<file path="config.mk">
export PLATFORM = sky130hd
export DESIGN_NAME = approx_sqrt_iter
export DESIGN_NICKNAME = d
export VERILOG_FILES = /design/src/rtl/approx_sqrt_pkg.sv /design/src/rtl/sqrt_iter_step.sv /design/src/rtl/approx_sqrt_iter.sv
export SDC_FILE = /design/constraint.sdc
export NUM_CORES = 1
export LEC_CHECK = 0
export ABC_CLOCK_PERIOD_IN_PS = 2100
export BUFFER_PORTS_ARGS = -buffer_cell sky130_fd_sc_hd__buf_2
export CAP_MARGIN = 25
export CORE_MARGIN = 8
export CORE_UTILIZATION = 30
export CTS_BUF_LIST = sky130_fd_sc_hd__clkbuf_8 sky130_fd_sc_hd__clkbuf_16
export DETAILED_ROUTE_END_ITERATION = 8
export GPL_TIMING_DRIVEN = 0
export PLACE_DENSITY_LB_ADDON = 0.3
export SLEW_MARGIN = 20
export SYNTH_ARGS = -nofsm -noshare
export SYNTH_HDL_FRONTEND = slang
export SYNTH_SLANG_ARGS = --single-unit
export TNS_END_PERCENT = 10
</file>
<file path="constraint.sdc">
create_clock -name clk -period 2.1 [get_ports clk]
set_input_delay 0.315 -clock clk [delete_from_list [all_inputs] [get_ports clk]]
set_output_delay 0.315 -clock clk [all_outputs]
set_load 0.03 [all_outputs]
</file>
<file path="src/rtl/approx_sqrt_pkg.sv">
// Shared FSM state type and parameter-range limits for the iterative square-root block.
package approx_sqrt_pkg;

  typedef enum logic [1:0] {
    IDLE = 2'd0,
    CALC = 2'd1,
    DONE = 2'd2
  } state_t;

  localparam int unsigned W_MIN = 4;
  localparam int unsigned W_MAX = 32;
  localparam int unsigned K_MIN = 1;

endpackage

</file>
<file path="src/rtl/sqrt_iter_step.sv">
// One restoring square-root iteration: bring down the next radicand pair and try
// to extend the root by a 1 bit.
module sqrt_iter_step
  import approx_sqrt_pkg::*;
#(
  parameter int unsigned W = 16
) (
  input  logic [W/2+1:0] rem,
  input  logic [W/2-1:0] root,
  input  logic [1:0]     pair,
  output logic [W/2+1:0] next_rem,
  output logic [W/2-1:0] next_root
);

  localparam int unsigned HW = W / 2;
  localparam int unsigned RW = HW + 2;
  localparam int unsigned EW = RW + 2;

  logic [EW-1:0] shifted;
  logic [EW-1:0] trial;

  // Internal width is two bits wider than the remainder so the shift is lossless;
  // the remainder invariant rem <= 2*root keeps the narrowed result exact.
  always_comb begin
    shifted   = {rem, pair};
    trial     = EW'({root, 2'b01});
    next_rem  = RW'(shifted);
    next_root = HW'({root, 1'b0});
    if (shifted >= trial) begin
      next_rem  = RW'(shifted - trial);
      next_root = HW'({root, 1'b1});
    end
  end

endmodule

</file>
<file path="src/rtl/approx_sqrt_iter.sv">
// Iterative integer square root with a selectable approximate mode that computes only
// the top K root bits and fills the remaining L bits with a midpoint estimate.
module approx_sqrt_iter
  import approx_sqrt_pkg::*;
#(
  parameter int unsigned W = 16,
  parameter int unsigned K = 4
) (
  input  logic           clk,
  input  logic           rst,
  input  logic           in_valid,
  output logic           in_ready,
  input  logic [W-1:0]   in_data,
  input  logic           in_exact,
  output logic           out_valid,
  input  logic           out_ready,
  output logic [W/2-1:0] out_data,
  output logic           out_exact,
  output logic           busy
);

  localparam int unsigned HW = W / 2;
  localparam int unsigned RW = HW + 2;
  localparam int unsigned L  = HW - K;
  localparam int unsigned CW = $clog2(HW + 1);

  generate
    if ((W % 2) != 0 || W < W_MIN || W > W_MAX) begin : g_bad_w
      $error("approx_sqrt_iter: W must be even and within 4..32");
    end
    if (K < K_MIN || K > HW) begin : g_bad_k
      $error("approx_sqrt_iter: K must satisfy 1 <= K <= W/2");
    end
  endgenerate

  state_t        state;
  logic [W-1:0]  data;
  logic [RW-1:0] rem;
  logic [HW-1:0] root;
  logic [CW-1:0] cnt;
  logic [CW-1:0] last;
  logic          exact;

  logic [RW-1:0] next_rem;
  logic [HW-1:0] next_root;
  logic [HW-1:0] approx_c;

  sqrt_iter_step #(.W(W)) u_step (
    .rem       (rem),
    .root      (root),
    .pair      (data[W-1:W-2]),
    .next_rem  (next_rem),
    .next_root (next_root)
  );

  // Midpoint fill: any leftover remainder or unprocessed radicand bit means the true
  // root lies strictly inside the L-bit window, so report its centre.
  generate
    if (L > 0) begin : g_fill
      logic [HW-1:0] fill_c;
      assign fill_c   = (next_rem != '0 || data[W-3:0] != '0) ? (HW'(1) << (L - 1)) : '0;
      assign approx_c = (next_root << L) | fill_c;
    end else begin : g_no_fill
      assign approx_c = next_root;
    end
  endgenerate

  always_ff @(posedge clk or posedge rst) begin
    if (rst) begin
      state     <= IDLE;
      in_ready  <= 1'b1;
      out_valid <= 1'b0;
      busy      <= 1'b0;
      out_data  <= '0;
      out_exact <= 1'b0;
      data      <= '0;
      rem       <= '0;
      root      <= '0;
      cnt       <= '0;
      last      <= '0;
      exact     <= 1'b0;
    end else begin
      case (state)
        IDLE: begin
          if (in_valid && in_ready) begin
            data     <= in_data;
            exact    <= in_exact;
            rem      <= '0;
            root     <= '0;
            cnt      <= '0;
            last     <= in_exact ? CW'(HW - 1) : CW'(K - 1);
            state    <= CALC;
            in_ready <= 1'b0;
            busy     <= 1'b1;
          end
        end
        CALC: begin
          rem  <= next_rem;
          root <= next_root;
          data <= {data[W-3:0], 2'b00};
          cnt  <= cnt + CW'(1);
          if (cnt == last) begin
            state     <= DONE;
            out_valid <= 1'b1;
            out_data  <= exact ? next_root : approx_c;
            out_exact <= exact;
          end
        end
        DONE: begin
          if (out_ready) begin
            state     <= IDLE;
            out_valid <= 1'b0;
            in_ready  <= 1'b1;
            busy      <= 1'b0;
          end
        end
        default: begin
          state     <= IDLE;
          in_ready  <= 1'b1;
          out_valid <= 1'b0;
          busy      <= 1'b0;
        end
      endcase
    end
  end

endmodule
</file>
==> metrics <==
IO Port Bufs 32; WP data arrival 2.45 ns; hold_buf cts 0; DR vias 2528; Core ar. 9590 um^2; Yosys reg bits 54; Synth Area per Inst 8.97 um^2; Setup CP Type register to register; TritonCTS Sinks 54; overall power 6640 uW; Worst R2R Path Depth 8; mapped cell area 2910 um^2; ratio of cells with drive above 1 in the final layout 25.2%; final worst-path cycle share 107%; Initial Util 30.3%; dpl hpwl 5.59 mm; CTS tree done; # DRC 0; Slowest cell on crit path dfrtp_1; CTS Buf Count 5; Total Die Area 13100 um^2; EDFF count, synth 0; Max clock buf depth 2; clk_lat worst skew 0.31 ns; Place WS -0.518 ns; failing checks setup timing; FFs w/ async S/R, synth 100%; num ports 33; Final Cell Area 3570 um^2; Power Dens Cells 1860 nW/um^2; Fmax 443 MHz; CTS Root Cell clkbuf_8; Max H-tree Level 2; Slowest Stage Delay on Critical Path 0.46 ns; MaxCap Viol Count 0; clk_skew 0.0113 ns; Setup WS post-layout -0.157 ns; Congestion Overflow GR 0; type of the worst min-delay path input port to async pin; count of final setup violators 1; Worst VDD drop 0.674 mV; GRT Total Usage 12.2%; critical-path maximum fanout 5; die height 114 um; min Tclk post-route 2.26 ns; num rows 36; max_slew headroom 55.8%; GP Congestion 0.774; total wire length 7.63 mm; synth unique cells 47; cell breakdown of the critical path ha_4 -> o21ai_1 -> a22oi_4 -> o21ai_0 -> a31oi_1 -> mux2i_4 -> a2111oi_4 -> a21oi_1; vias in the first global route 2562; vias per cell 5.00; main flop type after synthesis dfrtp_1; Final Max Slew Viols 0; drt first-iter violations 109; Final Hold Fails 0; Reg-to-Reg End out_data[3]$_DFFE_PP0P_; dpl cell area 3250 um^2; Antenna diodes 0; reg2reg setup slack -0.16 ns; Synth Instances 324; yosys warns 0; Fill cells 987; Die Wd 114 um; worst-margin pin slew 0.663 ns; Startpoint Class register; Final nets 404; initial antenna violation count 0; Syn Nets 356; first-pass GRT wire length 13.0 mm; Seq/Total Area, Yosys 46.6%; P&R area growth vs syn 23.0%; outcome finished with violations; leak pwr 0.00159 uW; WL/cell 15.1 um; clock slew at reported path FFs 0.11 ns; Routed Antenna Nets 0; reg2reg start rem[0]$_DFFE_PP0P_; required time of the critical path 2.29 ns; unrepaired setup endpoints after global routing yes; largest net degree at the start of global routing 55; Worst Setup End Kind register; first-pass iteration count of the detailed router 4
Yosys cell counts (6+ instances only):
master    instances  area, um^2
dfrtp_1          53        1330
nand2_1          46         173
nor2_1           34         128
o21ai_0          28         140
a21oi_1          17        85.1
nand3_1          17        85.1
inv_1            16        60.1
o22ai_1          14        87.6
ha_1             11         138
mux2i_1          10         100
clkbuf_1          9        33.8
nand2b_1          6        37.5
repair_timing:
item | in CTS | in global routing
endpoints found under the setup margin | 20 | 38
gates resized for setup | 32 | 11
pin swaps | 11 | 2
buffers inserted | 12 | 0
critical path, delay by kind of cell (launching register included):
kind / cells / cell delay, ns
AOI/OAI and AO/OA: 6 / 1.22
DFF: 1 / 0.46
adders and majority gates: 1 / 0.32
muxes: 1 / 0.15
registers in the layout, indices dropped and copies added, names as in the netlist:
signal	flops
out_exact	1
last	1
rem	10
root	8
exact	1
in_ready	1
cnt	4
state	2
out_valid	1
out_data	8
busy	1
data	16
how the worst max path moves through the flow:
stage / startpoint / endpoint / slack (ns)
6_report: rem[0]$_DFFE_PP0P_ / out_data[3]$_DFFE_PP0P_ / -0.16
3_3_place_gp: root[1]$_DFFE_PP0P_ / out_data[3]$_DFFE_PP0P_ / -0.50
2_1_floorplan: root[4]$_DFFE_PP0P_ / out_data[3]$_DFFE_PP0P_ / -0.11
5_1_grt: root[0]$_DFFE_PP0P_ / out_data[3]$_DFFE_PP0P_ / -0.24
3_5_place_dp: root[1]$_DFFE_PP0P_ / out_data[3]$_DFFE_PP0P_ / -0.52
4_1_cts: root[0]$_DFFE_PP0P_ / out_data[3]$_DFFE_PP0P_ / -0.10
routing by layer:
layer | global-route usage (%) | up-vias | wire length (um)
li1 | - | 1229 | -
met1 | 16.3 | 1227 | 3650
met2 | 19.5 | 59 | 3460
met3 | 2.74 | 13 | 377
met4 | 3.19 | 0 | 140
met5 | 0 | - | 0
stage by stage:
step / cells / setup TNS, ns / util (%) / hold WS, ns
CTS: 506 / -0.121 / 36.9 / 0.114
global placement: 489 / -20.95 / 33.9 / 0.451
global route: 506 / -0.533 / 37.2 / 0.149
floorplan: 324 / -0.116 / - / 0.420
finish: 506 / -0.157 / 37.2 / 0.0817
detailed placement: 489 / -7.12 / 33.9 / 0.450
cells in the final DEF, fill, tap and decap left out, types with 2 or more instances in the layout:
master and n:
nand2_1 46, nor3_1 2, o21ai_0 27, xor2_1 4, xnor2_1 3, dfrtp_2 3, nand2b_1 6, ha_1 4
buf_4 12, a22o_1 2, ha_4 6, or3_4 2, clkbuf_2 2, or3_1 3, inv_1 8, nor2b_1 3
nor4_1 3, clkbuf_1 8, nor2_1 33, o21a_1 2, clkbuf_8 6, nand3_1 17, or4_1 2, o211ai_1 2
mux2i_1 9, a21oi_2 3, buf_2 33, inv_2 7, nand4_1 2, o21ai_2 3, a21oi_1 15, o22ai_1 14
a31oi_1 2, dfrtp_1 50
cells by family (layout without fill, tap and decap cells):
group	count (synthesis)	after routing	share of synthesized area, %
xor+xnor	7	7	2.11
compound gates	83	83	18.6
mux	11	11	3.96
flops	54	54	46.6
fa+ha+maj	11	11	4.74
simple gates	126	126	19.8
buf+inv	32	81	4.31
layout make-up:
class / count / area (um^2) / area share (%)
repair buffers: 44 / 250 / 7.01
flip-flops and latches: 54 / 1360 / 38.0
clock buffers: 6 / 82.6 / 2.31
clock inverters: 2 / 16.3 / 0.455
inverters: 16 / 62.6 / 1.75
multi-input cells: 238 / 1580 / 44.2
well taps: 133 / 166 / 4.66
plain buffers: 13 / 60.1 / 1.68
where the power goes:
part	internal, uW	total (uW)	switching (uW)
clock	272	622	350
sequential	1490	1880	386
combinational	1820	4140	2330
Note: power is estimated with default switching activity, not from simulation.
